$ cat src/rtl/jtag_shift_engine.sv
// Target JTAG port sequencer and owner arbiter.
// Either passes the FT2232 JTAG pins straight through (host owner) or runs an
// internal engine that shifts up to DATA_W bits of TMS/TDI with a divided TCK,
// capturing TDO on each rising TCK. The engine can also issue a timed nTRST pulse.
//
//   state  | meaning
//   -------+--------------------------------------------------------------
//   IDLE   | waiting for start / trst_req; host_sel sampled into own_host
//   LOW    | TCK low phase of the current bit, divider running
//   HIGH   | TCK high phase of the current bit, divider running
//   RST    | nTRST held low, TRST_CYC cycles
//   DONE   | one-cycle completion pulse, pins hold their last values
module jtag_shift_engine #(
    parameter int DATA_W   = 32,
    parameter int LEN_W    = 6,
    parameter int DIV_W    = 8,
    parameter int TRST_CYC = 16
) (
    input  logic              CLK,
    input  logic              nRST,
    input  logic              host_sel,
    input  logic              FT_TCK,
    input  logic              FT_TMS,
    input  logic              FT_TDI,
    input  logic              FT_nTRST_OUT,
    output logic              FT_TDO,
    input  logic              start,
    input  logic              trst_req,
    input  logic [LEN_W-1:0]  len,
    input  logic [DIV_W-1:0]  tck_div,
    input  logic [DATA_W-1:0] tms_vec,
    input  logic [DATA_W-1:0] tdi_vec,
    output logic [DATA_W-1:0] tdo_vec,
    output logic              busy,
    output logic              done,
    output logic              own_host,
    input  logic              TDO,
    output logic              TCK,
    output logic              TMS,
    output logic              TDI,
    output logic              nTRST
);

    localparam int IDX_W  = (DATA_W > 1) ? $clog2(DATA_W) : 1;
    localparam int TRST_W = (TRST_CYC > 1) ? $clog2(TRST_CYC) : 1;
    localparam logic [LEN_W-1:0]  LEN_MAX   = LEN_W'(DATA_W);
    localparam logic [TRST_W-1:0] TRST_LOAD = TRST_W'(TRST_CYC - 1);

    typedef enum logic [2:0] {
        S_IDLE,
        S_LOW,
        S_HIGH,
        S_RST,
        S_DONE
    } state_t;

    state_t state;
    state_t next_state;

    logic [DIV_W-1:0]  div_q;
    logic [DIV_W-1:0]  div_cnt;
    logic [IDX_W-1:0]  idx;
    logic [IDX_W-1:0]  idx_nxt;
    logic [IDX_W-1:0]  last_idx;
    logic [TRST_W-1:0] trst_cnt;
    logic [DATA_W-1:0] tms_q;
    logic [DATA_W-1:0] tdi_q;
    logic              tck_r;
    logic              tms_r;
    logic              tdi_r;
    logic              ntrst_r;

    logic len_ok;
    logic accept_start;
    logic accept_trst;
    logic div_tc;
    logic trst_tc;
    logic last_bit;

    assign len_ok       = (len != '0) && (len <= LEN_MAX);
    assign accept_trst  = (state == S_IDLE) && !own_host && trst_req;
    assign accept_start = (state == S_IDLE) && !own_host && !trst_req && start && len_ok;
    assign div_tc       = (div_cnt == '0);
    assign trst_tc      = (trst_cnt == '0);
    assign last_bit     = (idx == last_idx);
    assign idx_nxt      = idx + 1'b1;

    // Pin ownership mux; TDO always goes back to the host.
    assign FT_TDO = TDO;
    assign TCK    = own_host ? FT_TCK       : tck_r;
    assign TMS    = own_host ? FT_TMS       : tms_r;
    assign TDI    = own_host ? FT_TDI       : tdi_r;
    assign nTRST  = own_host ? FT_nTRST_OUT : ntrst_r;

    // State register.
    always_ff @(posedge CLK or negedge nRST) begin
        if (!nRST) begin
            state <= S_IDLE;
        end else begin
            state <= next_state;
        end
    end

    // Next-state decode; trst_req wins over start in the same cycle.
    always_comb begin
        next_state = state;
        case (state)
            S_IDLE: begin
                if (accept_trst) begin
                    next_state = S_RST;
                end else if (accept_start) begin
                    next_state = S_LOW;
                end
            end
            S_LOW: begin
                if (div_tc) begin
                    next_state = S_HIGH;
                end
            end
            S_HIGH: begin
                if (div_tc) begin
                    next_state = last_bit ? S_DONE : S_LOW;
                end
            end
            S_RST: begin
                if (trst_tc) begin
                    next_state = S_DONE;
                end
            end
            S_DONE: begin
                next_state = S_IDLE;
            end
            default: begin
                next_state = S_IDLE;
            end
        endcase
    end

    // Engine datapath: divider/trst down-counters, bit index, pin registers, capture.
    always_ff @(posedge CLK or negedge nRST) begin
        if (!nRST) begin
            own_host <= 1'b1;
            busy     <= 1'b0;
            done     <= 1'b0;
            tdo_vec  <= '0;
            tck_r    <= 1'b0;
            tms_r    <= 1'b1;
            tdi_r    <= 1'b0;
            ntrst_r  <= 1'b1;
            div_q    <= '0;
            div_cnt  <= '0;
            idx      <= '0;
            last_idx <= '0;
            trst_cnt <= '0;
            tms_q    <= '0;
            tdi_q    <= '0;
        end else begin
            busy <= (next_state == S_LOW) || (next_state == S_HIGH) || (next_state == S_RST);
            done <= (next_state == S_DONE);

            // Ownership only changes while idle and not launching an operation.
            if ((state == S_IDLE) && !accept_start && !accept_trst) begin
                own_host <= host_sel;
            end

            case (state)
                S_IDLE: begin
                    if (accept_trst) begin
                        ntrst_r  <= 1'b0;
                        trst_cnt <= TRST_LOAD;
                    end else if (accept_start) begin
                        last_idx <= IDX_W'(len - 1'b1);
                        div_q    <= tck_div;
                        div_cnt  <= tck_div;
                        tms_q    <= tms_vec;
                        tdi_q    <= tdi_vec;
                        tdo_vec  <= '0;
                        idx      <= '0;
                        tck_r    <= 1'b0;
                        tms_r    <= tms_vec[0];
                        tdi_r    <= tdi_vec[0];
                    end
                end
                S_LOW: begin
                    if (div_tc) begin
                        tck_r        <= 1'b1;
                        tdo_vec[idx] <= TDO;
                        div_cnt      <= div_q;
                    end else begin
                        div_cnt <= div_cnt - 1'b1;
                    end
                end
                S_HIGH: begin
                    if (div_tc) begin
                        tck_r   <= 1'b0;
                        div_cnt <= div_q;
                        // Next bit goes out together with the falling TCK.
                        if (!last_bit) begin
                            idx   <= idx_nxt;
                            tms_r <= tms_q[idx_nxt];
                            tdi_r <= tdi_q[idx_nxt];
                        end
                    end else begin
                        div_cnt <= div_cnt - 1'b1;
                    end
                end
                S_RST: begin
                    if (trst_tc) begin
                        ntrst_r <= 1'b1;
                    end else begin
                        trst_cnt <= trst_cnt - 1'b1;
                    end
                end
                default: begin
                end
            endcase
        end
    end

endmodule

$ cat config.mk
export PLATFORM = sky130hd
export DESIGN_NAME = jtag_shift_engine
export DESIGN_NICKNAME = d
export VERILOG_FILES = /design/src/rtl/jtag_shift_engine.sv
export SDC_FILE = /design/constraint.sdc
export NUM_CORES = 1
export LEC_CHECK = 0
export CAP_MARGIN = 30
export CORE_ASPECT_RATIO = 0.8
export CORE_MARGIN = 10
export CORE_UTILIZATION = 53
export CTS_CLUSTER_DIAMETER = 120
export DETAILED_ROUTE_END_ITERATION = 6
export PLACE_DENSITY_LB_ADDON = 0.12
export SLEW_MARGIN = 20
export SYNTH_ARGS = -nofsm -noshare
export SYNTH_HDL_FRONTEND = slang
export SYNTH_SLANG_ARGS = --single-unit
export TNS_END_PERCENT = 10
$ cat constraint.sdc
create_clock -name CLK -period 4 [get_ports CLK]
set_input_delay 1 -clock CLK [delete_from_list [all_inputs] [get_ports CLK]]
set_output_delay 1 -clock CLK [all_outputs]
set_load 0.02 [all_outputs]
# After elaboration in Yosys (flattened, before gate mapping)
# Cells that the tools add are included.
[totals] register_bits=136 inputBits=88 output_inout_bits=40 word_cells=125
[op_classes] add_sub_neg=4 n_mux=52 n_reduce_logical=32 magnitude_cmp=4 n_eq_ne=16 bitwise=1
[ops] operator="$mux W32" count=3
[ops] operator="$pmux W32 S2" count=1
[ops] operator="$bwmux W32" count=1
[ops] operator="$mux W8" count=3
[ops] operator="$mux W1" count=21
[ops] operator="$mux W5" count=4
[ops] operator="$mux W3" count=6
[ops] operator="$ne A2 B2 Y1 const B" count=8
[ops] operator="$pmux W8 S2" count=1
[ops] operator="$eq A3 B2 Y1 const B" count=4
[ops] operator="$lt A5 B6 Y1 const B" count=2
[ops] operator="$pmux W3 S4" count=1
[ops] operator="$reduce_and A3 Y1" count=4
[ops] operator="$bmux W1 S5" count=2
[ops] operator="$pmux W5 S2" count=1
[ops] operator="$reduce_and A5 Y1" count=2
[ops] operator="$logic_and A1 B1 Y1" count=9
[ops] operator="$logic_not A8 Y1" count=1
[ops] operator="$mux W4" count=2
[ops] operator="$pmux W4 S2" count=1
[ops] operator="$reduce_bool A2 Y1" count=4
[ops] operator="$sub A8 B1 Y8 const B" count=1
[ops] operator="$eq A3 B1 Y1 const B" count=2
[ops] operator="$le A6 B6 Y1 const B" count=1
[ops] operator="18 further kinds" count=24

# Longest topological paths before layout
# Gate-level depths: netlist (run 1).
[logic_depth] depth_word=11 depth_mapped=9 mapped_depth_nobuf=8

# Worst setup path before layout (run 1)
# OpenSTA, ideal clock, no wires.
[synth_timing] path_kind="register to register" start="reg idx[0]" end="reg tms_r" setup_ps=87 stages_incl_launch_ff=10 period_less_slack_ps=2621 setup_slack_ps=1379 arrival_ps=2534 required_ps=3913 n_path_buf=3 cell_sequence="dfrtp_1 clkbuf_1 inv_1 ha_1 buf_4 buf_2 mux4_2 a221oi_1 a2bb2oi_1 a31oi_1"
[synth_via] elab_chain_len=6 elab_cells_between_ends=9 classes_between="add/sub (1); eq/ne (2); mux (5); reduce/logical (1)"
[synth_lines] element="from (decl)" line_no="62" text="logic [IDX_W-1:0] idx;"
[synth_lines] element="from (signal assigned)" line_no="199" text="idx <= idx_nxt;"
[synth_lines] element="$add A5 B1 Y5" line_no="86" text="assign idx_nxt = idx + 1'b1;"
[synth_lines] element="$bmux W1 S5" line_no="200" text="tms_r <= tms_q[idx_nxt];"
[synth_lines] element="$mux W1 (implied by the code)" line_no="200"
[synth_lines] element="$mux W1" line_no="198" text="if (!last_bit) begin"
[synth_lines] element="$mux W1" line_no="194" text="if (div_tc) begin"
[synth_lines] element="$pmux W1 S2" line_no="166" text="case (state)"
[synth_lines] element="to (signal assigned)" line_no="180" text="tms_r <= tms_vec[0];"
[synth_lines] element="to (signal assigned)" line_no="200"
[synth_lines] element="to (decl)" line_no="69" text="logic tms_r;"
# Several ways; a longest one is shown, not always the timed one. The select of a mux whose other input is x is not followed.
# A chain may end at the register's enable or synchronous reset.

# Worst setup path in the final report (run 1)
[layout_timing] start="in FT_TMS" end="out TMS"
[layout_via] elab_chain_len=1
[layout_lines] element="from (decl)" line_no="23" text="input logic FT_TMS,"
[layout_lines] element="$mux W1" line_no="91" text="assign TMS = own_host ? FT_TMS : tms_r;"
[layout_lines] element="to (decl)" line_no="39" text="output logic TMS,"
# No other way between the ends.

==> results of run 1 <==
## worst max-delay path, cell delays in order
cell	delay, ns
clkdlybuf4s50_1	0.40
mux2_2	0.26
clkdlybuf4s50_1	0.54
## metrics by stage
stage          std cells  setup WS [ns]
4_1_cts              884          0.800
6_report             884          0.804
3_5_place_dp         853          0.442
5_1_grt              884          0.673
2_1_floorplan        583           1.38
3_3_place_gp         853          0.617
## report_power, final
| group | internal (mW) | switching, mW |
|---|---|---|
| Clock | 1.19 | 0.619 |
| Sequential | 1.90 | 0.430 |
| Combinational | 1.25 | 1.23 |
## per-layer routing
| metal | GRT usage | part of all wire |
|---|---|---|
| met1 | 0.262 | 0.45 |
| met2 | 0.315 | 0.47 |
| met3 | 0.0637 | 0.068 |
| met4 | 0.0492 | 0.010 |
| met5 | 0 | 0 |
## area by class of cell
type | count | area (sq um)
clock buffers | 18 | 439
clock inverters | 13 | 241
fillers | 874 | 3540
inverters | 10 | 37.5
multi-input cells | 399 | 3010
flip-flops and latches | 136 | 3410
well taps | 171 | 214
repair buffers | 137 | 1360
## sequential cells by signal (all words and copies together) (netlist names)
register	count
tdi_q	32
state	3
ntrst_r	1
done	1
tms_r	1
tck_r	1
tdi_r	1
own_host	1
last_idx	5
tdo_vec	32
div_cnt	8
tms_q	32
trst_cnt	4
idx	5
busy	1
div_q	8
## worst min-delay path by stage
stage / from / to / depth (start not counted)
floorplan: trst_cnt[0] / trst_cnt[0] / 1
CTS: tdi_q[16] / tdi_q[16] / 1
global route: trst_cnt[0] / trst_cnt[0] / 1
finish: trst_cnt[0] / trst_cnt[0] / 1
global placement: trst_cnt[0] / trst_cnt[0] / 1
detailed placement: tdi_q[16] / tdi_q[16] / 1
## cells in the final DEF (no fill, tap or decap), types with 5 or more instances in the layout
| master | instances |
|---|---|
| nor3_1 | 8 |
| nor2_1 | 23 |
| mux4_2 | 16 |
| o21ai_0 | 56 |
| nand2b_1 | 5 |
| mux2_1 | 6 |
| nand3_1 | 7 |
| buf_4 | 9 |
| mux2_2 | 70 |
| and2_1 | 6 |
| a21oi_1 | 42 |
| o21ai_1 | 35 |
| nand2_1 | 34 |
| inv_1 | 10 |
| clkbuf_16 | 17 |
| bufinv_16 | 6 |
| xnor2_1 | 8 |
| ha_1 | 7 |
| dfrtp_1 | 133 |
| a31oi_1 | 6 |
| clkdlybuf4s50_1 | 126 |
## cell families (layout without fill, tap and decap cells)
logic type,count (synthesis),after routing,share of synthesized area
AOI/OAI and AO/OA,172,172,0.148
xor gates and xnor gates,12,12,0.0169
adders and majority gates,7,7,0.0132
buffers and inverters,48,178,0.0352
DFF,136,136,0.512
muxes,92,92,0.183
and+or+nand+nor,116,116,0.0923
==> results.yml, run 1 <==
run_status:
  outcome: "finished, final reports clean"
clock_network:
  cts_sinks: 136
  clkLatencyLatePin_ns: 0.42
  clock_tree.buffer_depth: 2
  cts-resized-gates: 0
  hold_buffers: 0
  h-tree-depth: 4
  clock-root-buffer: "clkbuf_16"
  path_clk_slew_ns: 0.06
  cts_buffers: 17
  cts_tree: "done"
  post_cts_buffers: 0
sta:
  skew_ns: 0.00716
  drv_slew: 0
  fin_crit_sh: 0.799
  tns_ns: 0
  rsz0062_at_grt: "false"
  worst_pin_slew_ns: 0.887
  min_period_ns: 3.20
  relSlewSlack: 0.407
  hold_viol_final: 0
  holdWs_ns: 0.488
  max_freq_mhz: 313
  finalSetupViolations: 0
flow_run:
  maxCapViolCount: 0
worst_setup_path:
  reg2reg_to: "tms_r"
  r2r_start: "idx[0]"
  cp-endpoint: "TMS"
  startpoint: "FT_TMS"
  cp_max_fo: 1
  worstSetupStartpointType: "input pin"
  r2r_slack_ns: 0.99
  critPathCaptureType: "primary output"
  worstSetupPathType: "in -> out"
  worstPathRequired_ns: 3.00
  rr_worst_depth: 8
  crit_arrival_ns: 2.20
floorplan:
  dieArea_sq_um: 17500
  floorplan.initialDensity: 0.543
  coreArea_sq_um: 12300
  die_w_um: 145
  io_pins: 128
  die_y_um: 120
  num_rows: 36
synth:
  ys.warnings.count: 0
  synth_seq_cells: 136
  ys_seq_area_frac: 0.512
  synth_top_area_share: 0.500
  synth_nets: 678
  async_flop_share: 1.00
  synth_area_leaders: "dfrtp_1, mux2_2, mux4_2"
  ys_types: 60
  yosysTopAreaCell: "dfrtp_1"
  synth_edf_count: 0
  syn_area_per_cell_sq_um: 11.4
  yosys_most_used_dff: "dfrtp_1"
  synth.most_common_cell: "dfrtp_1"
  synth_area_sq_um: 6660
  synthTopCellsByCount: "dfrtp_1, mux2_2, o21ai_0"
  synthesis.instances: 583
detailed_routing:
  avgRoutedWirePerCell_um: 19.2
  drt_wl_total_mm: 17.0
  drcViolationCount: 0
  firstDrtPassIters: 5
  vias: 5144
  antenna_left: 0
  drt-initial-drc-count: 404
  avgViaCountPerCell: 5.82
global_routing:
  grtUsageTotal: 0.199
  grt_overflow: 0
  grt_pass1_vias: 5411
  grt_first_pass_wirelength_mm: 28.3
  grt_max_degree: 99
  antenna_found_initial: 0
place:
  io_buffers: 127
  placed_cell_area_sq_um: 8030
  dp_hpwl_mm: 12.0
  gp_congestion: 0.860
cells_and_area:
  fin_util: 0.711
  nets: 796
  fin_area_sq_um: 8710
  synthToLayoutAreaGrowth_pct: 30.9
  drive_gt1_frac: 0.205
  diodes: 0
power:
  p_per_area_nw_per_um2: 760
  power.leakage_nw: 3.72
  finalPower_mw: 6.62
  peakVddDrop_v: 0.000452
hold_path:
  hold_path_class: "reg -> reg"
Power figures use the tool's default switching activity.
==> run 2, diff against run 1 <==
--- a/config.mk
+++ b/config.mk
@@ -8,7 +8,7 @@
 export CAP_MARGIN = 30
 export CORE_ASPECT_RATIO = 0.8
 export CORE_MARGIN = 10
-export CORE_UTILIZATION = 53
+export CORE_UTILIZATION = 47
 export CTS_CLUSTER_DIAMETER = 120
 export DETAILED_ROUTE_END_ITERATION = 6
 export PLACE_DENSITY_LB_ADDON = 0.12
==> constraint.sdc (replaced) <==
create_clock -name CLK -period 2.7 [get_ports CLK]
set_input_delay 0.675 -clock CLK [delete_from_list [all_inputs] [get_ports CLK]]
set_output_delay 0.675 -clock CLK [all_outputs]
set_load 0.02 [all_outputs]
==> run 2 against run 1 <==
Design area up 1.4%. Non-clock buffer count grew 17. Count of clock-buffer cells in the layout up 1. Worst hold slack got worse by 0.25 ns. Cell count rose by 3.1%. Clock power is 37% higher. Sequential cell count did not move. First-iteration DRC count shrank 3.2%. Global-route usage fell by 1.9 points. Combinational power rose by 58%. Core utilization shrank 6.6 points. Worst setup slack got worse by 0.67 ns. Critical endpoint is now nTRST.
==> results.yml, run 2 (synthesis results as in run 1) <==
power:
  power.leakage_nw: 3.79
  p_int_mw: 6.36
  comb_power_share: 0.402
  switching_share: 0.348
  peakVddDrop_v: 0.000775
  p_per_area_nw_per_um2: 1100
  p_sw_mw: 3.40
  pwr-share-seq: 0.344
  clockPowerShare: 0.254
global_routing:
  grtUsageTotal: 0.180
  grt_max_degree: 65
  grt_pass1_vias: 5265
  grt_first_pass_wirelength_mm: 28.3
  grt_overflow: 0
  antenna_found_initial: 0
clock_network:
  clock-root-buffer: "clkbuf_16"
  hold_buffers: 0
  h-tree-depth: 4
  path_clk_slew_ns: 0.06
  clock_tree.buffer_depth: 2
  cts_buffers: 17
  cts_sinks: 136
  cts_tree: "done"
  clkLatencyLatePin_ns: 0.43
worst_setup_path:
  cpPeakStageDelay_ns: 0.58
  r2r_start: "idx[1]"
  worstPathRequired_ns: 2.03
  worstSetupPathType: "reg -> out"
  cp_max_fo: 6
  critical-path-slowest-cell: "dfstp_2"
  crit_arrival_ns: 1.89
  crit_chain: "mux2_2 -> clkdlybuf4s50_1"
  critPathCaptureType: "primary output"
  worstSetupStartpointType: "flip-flop"
  startpoint: "own_host"
floorplan:
  io_pins: 128
  dieArea_sq_um: 19300
  coreArea_sq_um: 13700
  die_w_um: 153
  floorplan.initialDensity: 0.486
  num_rows: 38
  die_y_um: 126
detailed_routing:
  drt-initial-drc-count: 391
  drcViolationCount: 0
  vias: 5111
  firstDrtPassIters: 5
  avgRoutedWirePerCell_um: 19.2
  drt_wl_total_mm: 17.5
  avgViaCountPerCell: 5.61
  antenna_left: 0
sta:
  skew_ns: 0.00798
  fin_crit_sh: 0.950
  worst_pin_slew_ns: 0.597
  final.setup.worst_slack_ns: 0.134
  drv_slew: 0
  max_freq_mhz: 390
  min_period_ns: 2.57
  finalSetupViolations: 0
  relSlewSlack: 0.602
  rsz0062_at_grt: "false"
  hold_viol_final: 0
  tns_ns: 0
cells_and_area:
  synthToLayoutAreaGrowth_pct: 32.8
  nets: 813
  fillers: 1064
  layout_common_cells: "dfrtp_1, clkdlybuf4s50_1, mux2_2, o21ai_0, a21oi_1"
  diodes: 0
  drive_gt1_frac: 0.222
  final_common_cell: "dfrtp_1"
  reg.largest.list: "tdi_q (32), tdo_vec (32), tms_q (32)"
hold_path:
  hold_path_class: "in -> async"
place:
  dp_hpwl_mm: 12.8
  gp_congestion: 0.808
  preCtsSetupSlack_ns: -0.200
  io_buffers: 127
flow_run:
  maxCapViolCount: 0
run_status:
  outcome: "finished, final reports clean"
==> run 2: cell types whose count changed in the layout (fill, tap and decap cells not counted), moves of 2 or more <==
cell | previous run | this run
clkbuf_1 | 0 | 2
clkinvlp_4 | 0 | 3
buf_4 | 9 | 22
dlygate4sd2_1 | 0 | 2
buf_12 | 1 | 4
bufinv_16 | 6 | 4
clkdlybuf4s50_1 | 126 | 124
==> run 2: metrics by stage <==
step           hold slack (ns)  utilization  power, mW  instances  instance area (sq um)
3_5_place_dp             0.480        0.598       7.27        876                   8190
3_3_place_gp             0.462        0.597       7.15        875                   8180
6_report                 0.242        0.645       9.76        911                   8840
4_1_cts                  0.259        0.644       9.77        908                   8820
5_1_grt                  0.289        0.645       10.4        911                   8840
2_1_floorplan            0.379            -       6.06        583                   6660
==> run 2: area by class of cell <==
cell class	instances	area, sq um	share of cell area
Tap cell	180	225	0.0255
Timing Repair Buffer	154	1530	0.173
Sequential cell	136	3410	0.385
Inverter	10	37.5	0.00425
Clock inverter	13	195	0.0221
Multi-Input combinational cell	399	3010	0.341
Clock buffer	19	433	0.0490
==> run 2: power by group through the flow <==
stage / sequential (mW) / clock, mW / combinational (mW)
detailed placement: 3.38 / 0 / 3.89
CTS: 3.37 / 2.51 / 3.90
global route: 3.46 / 2.60 / 4.32
finish: 3.36 / 2.48 / 3.93
floorplan: 3.16 / 0 / 2.90
global placement: 3.34 / 0 / 3.81
==> run 2: what timing repair did <==
action	in CTS	in global routing
resized for setup	2	0
endpoints found under the setup margin	2	2
setup buffers	0	3
==> run 2: routing by layer <==
layer	part of all wire	vias to the layer above	GRT usage
met5	0	-	0
met4	0.015	0	0.0599
met3	0.061	25	0.0554
met2	0.45	165	0.268
met1	0.47	2513	0.245
li1	-	2408	-
==> run 2: worst max-delay path, delay by kind of cell, from the launching register on <==
family | cells | cell delay, ns
muxes | 1 | 0.34
DFF | 1 | 0.58
buffers and inverters | 1 | 0.54
==> run 2: path summary, 6_finish.rpt <==
kind / to / slack (ns) / cells past startpoint
worst max-delay path: nTRST / 0.13 / 2
worst min-delay path: div_q[6] / 0.24 / 1
worst max register to register: tdi_r / 0.23 / 7
worst min register to register: trst_cnt[0] / 0.48 / 1
max in group asynchronous: tms_r / 1.73 / 2
min in group CLK: trst_cnt[0] / 0.48 / 1
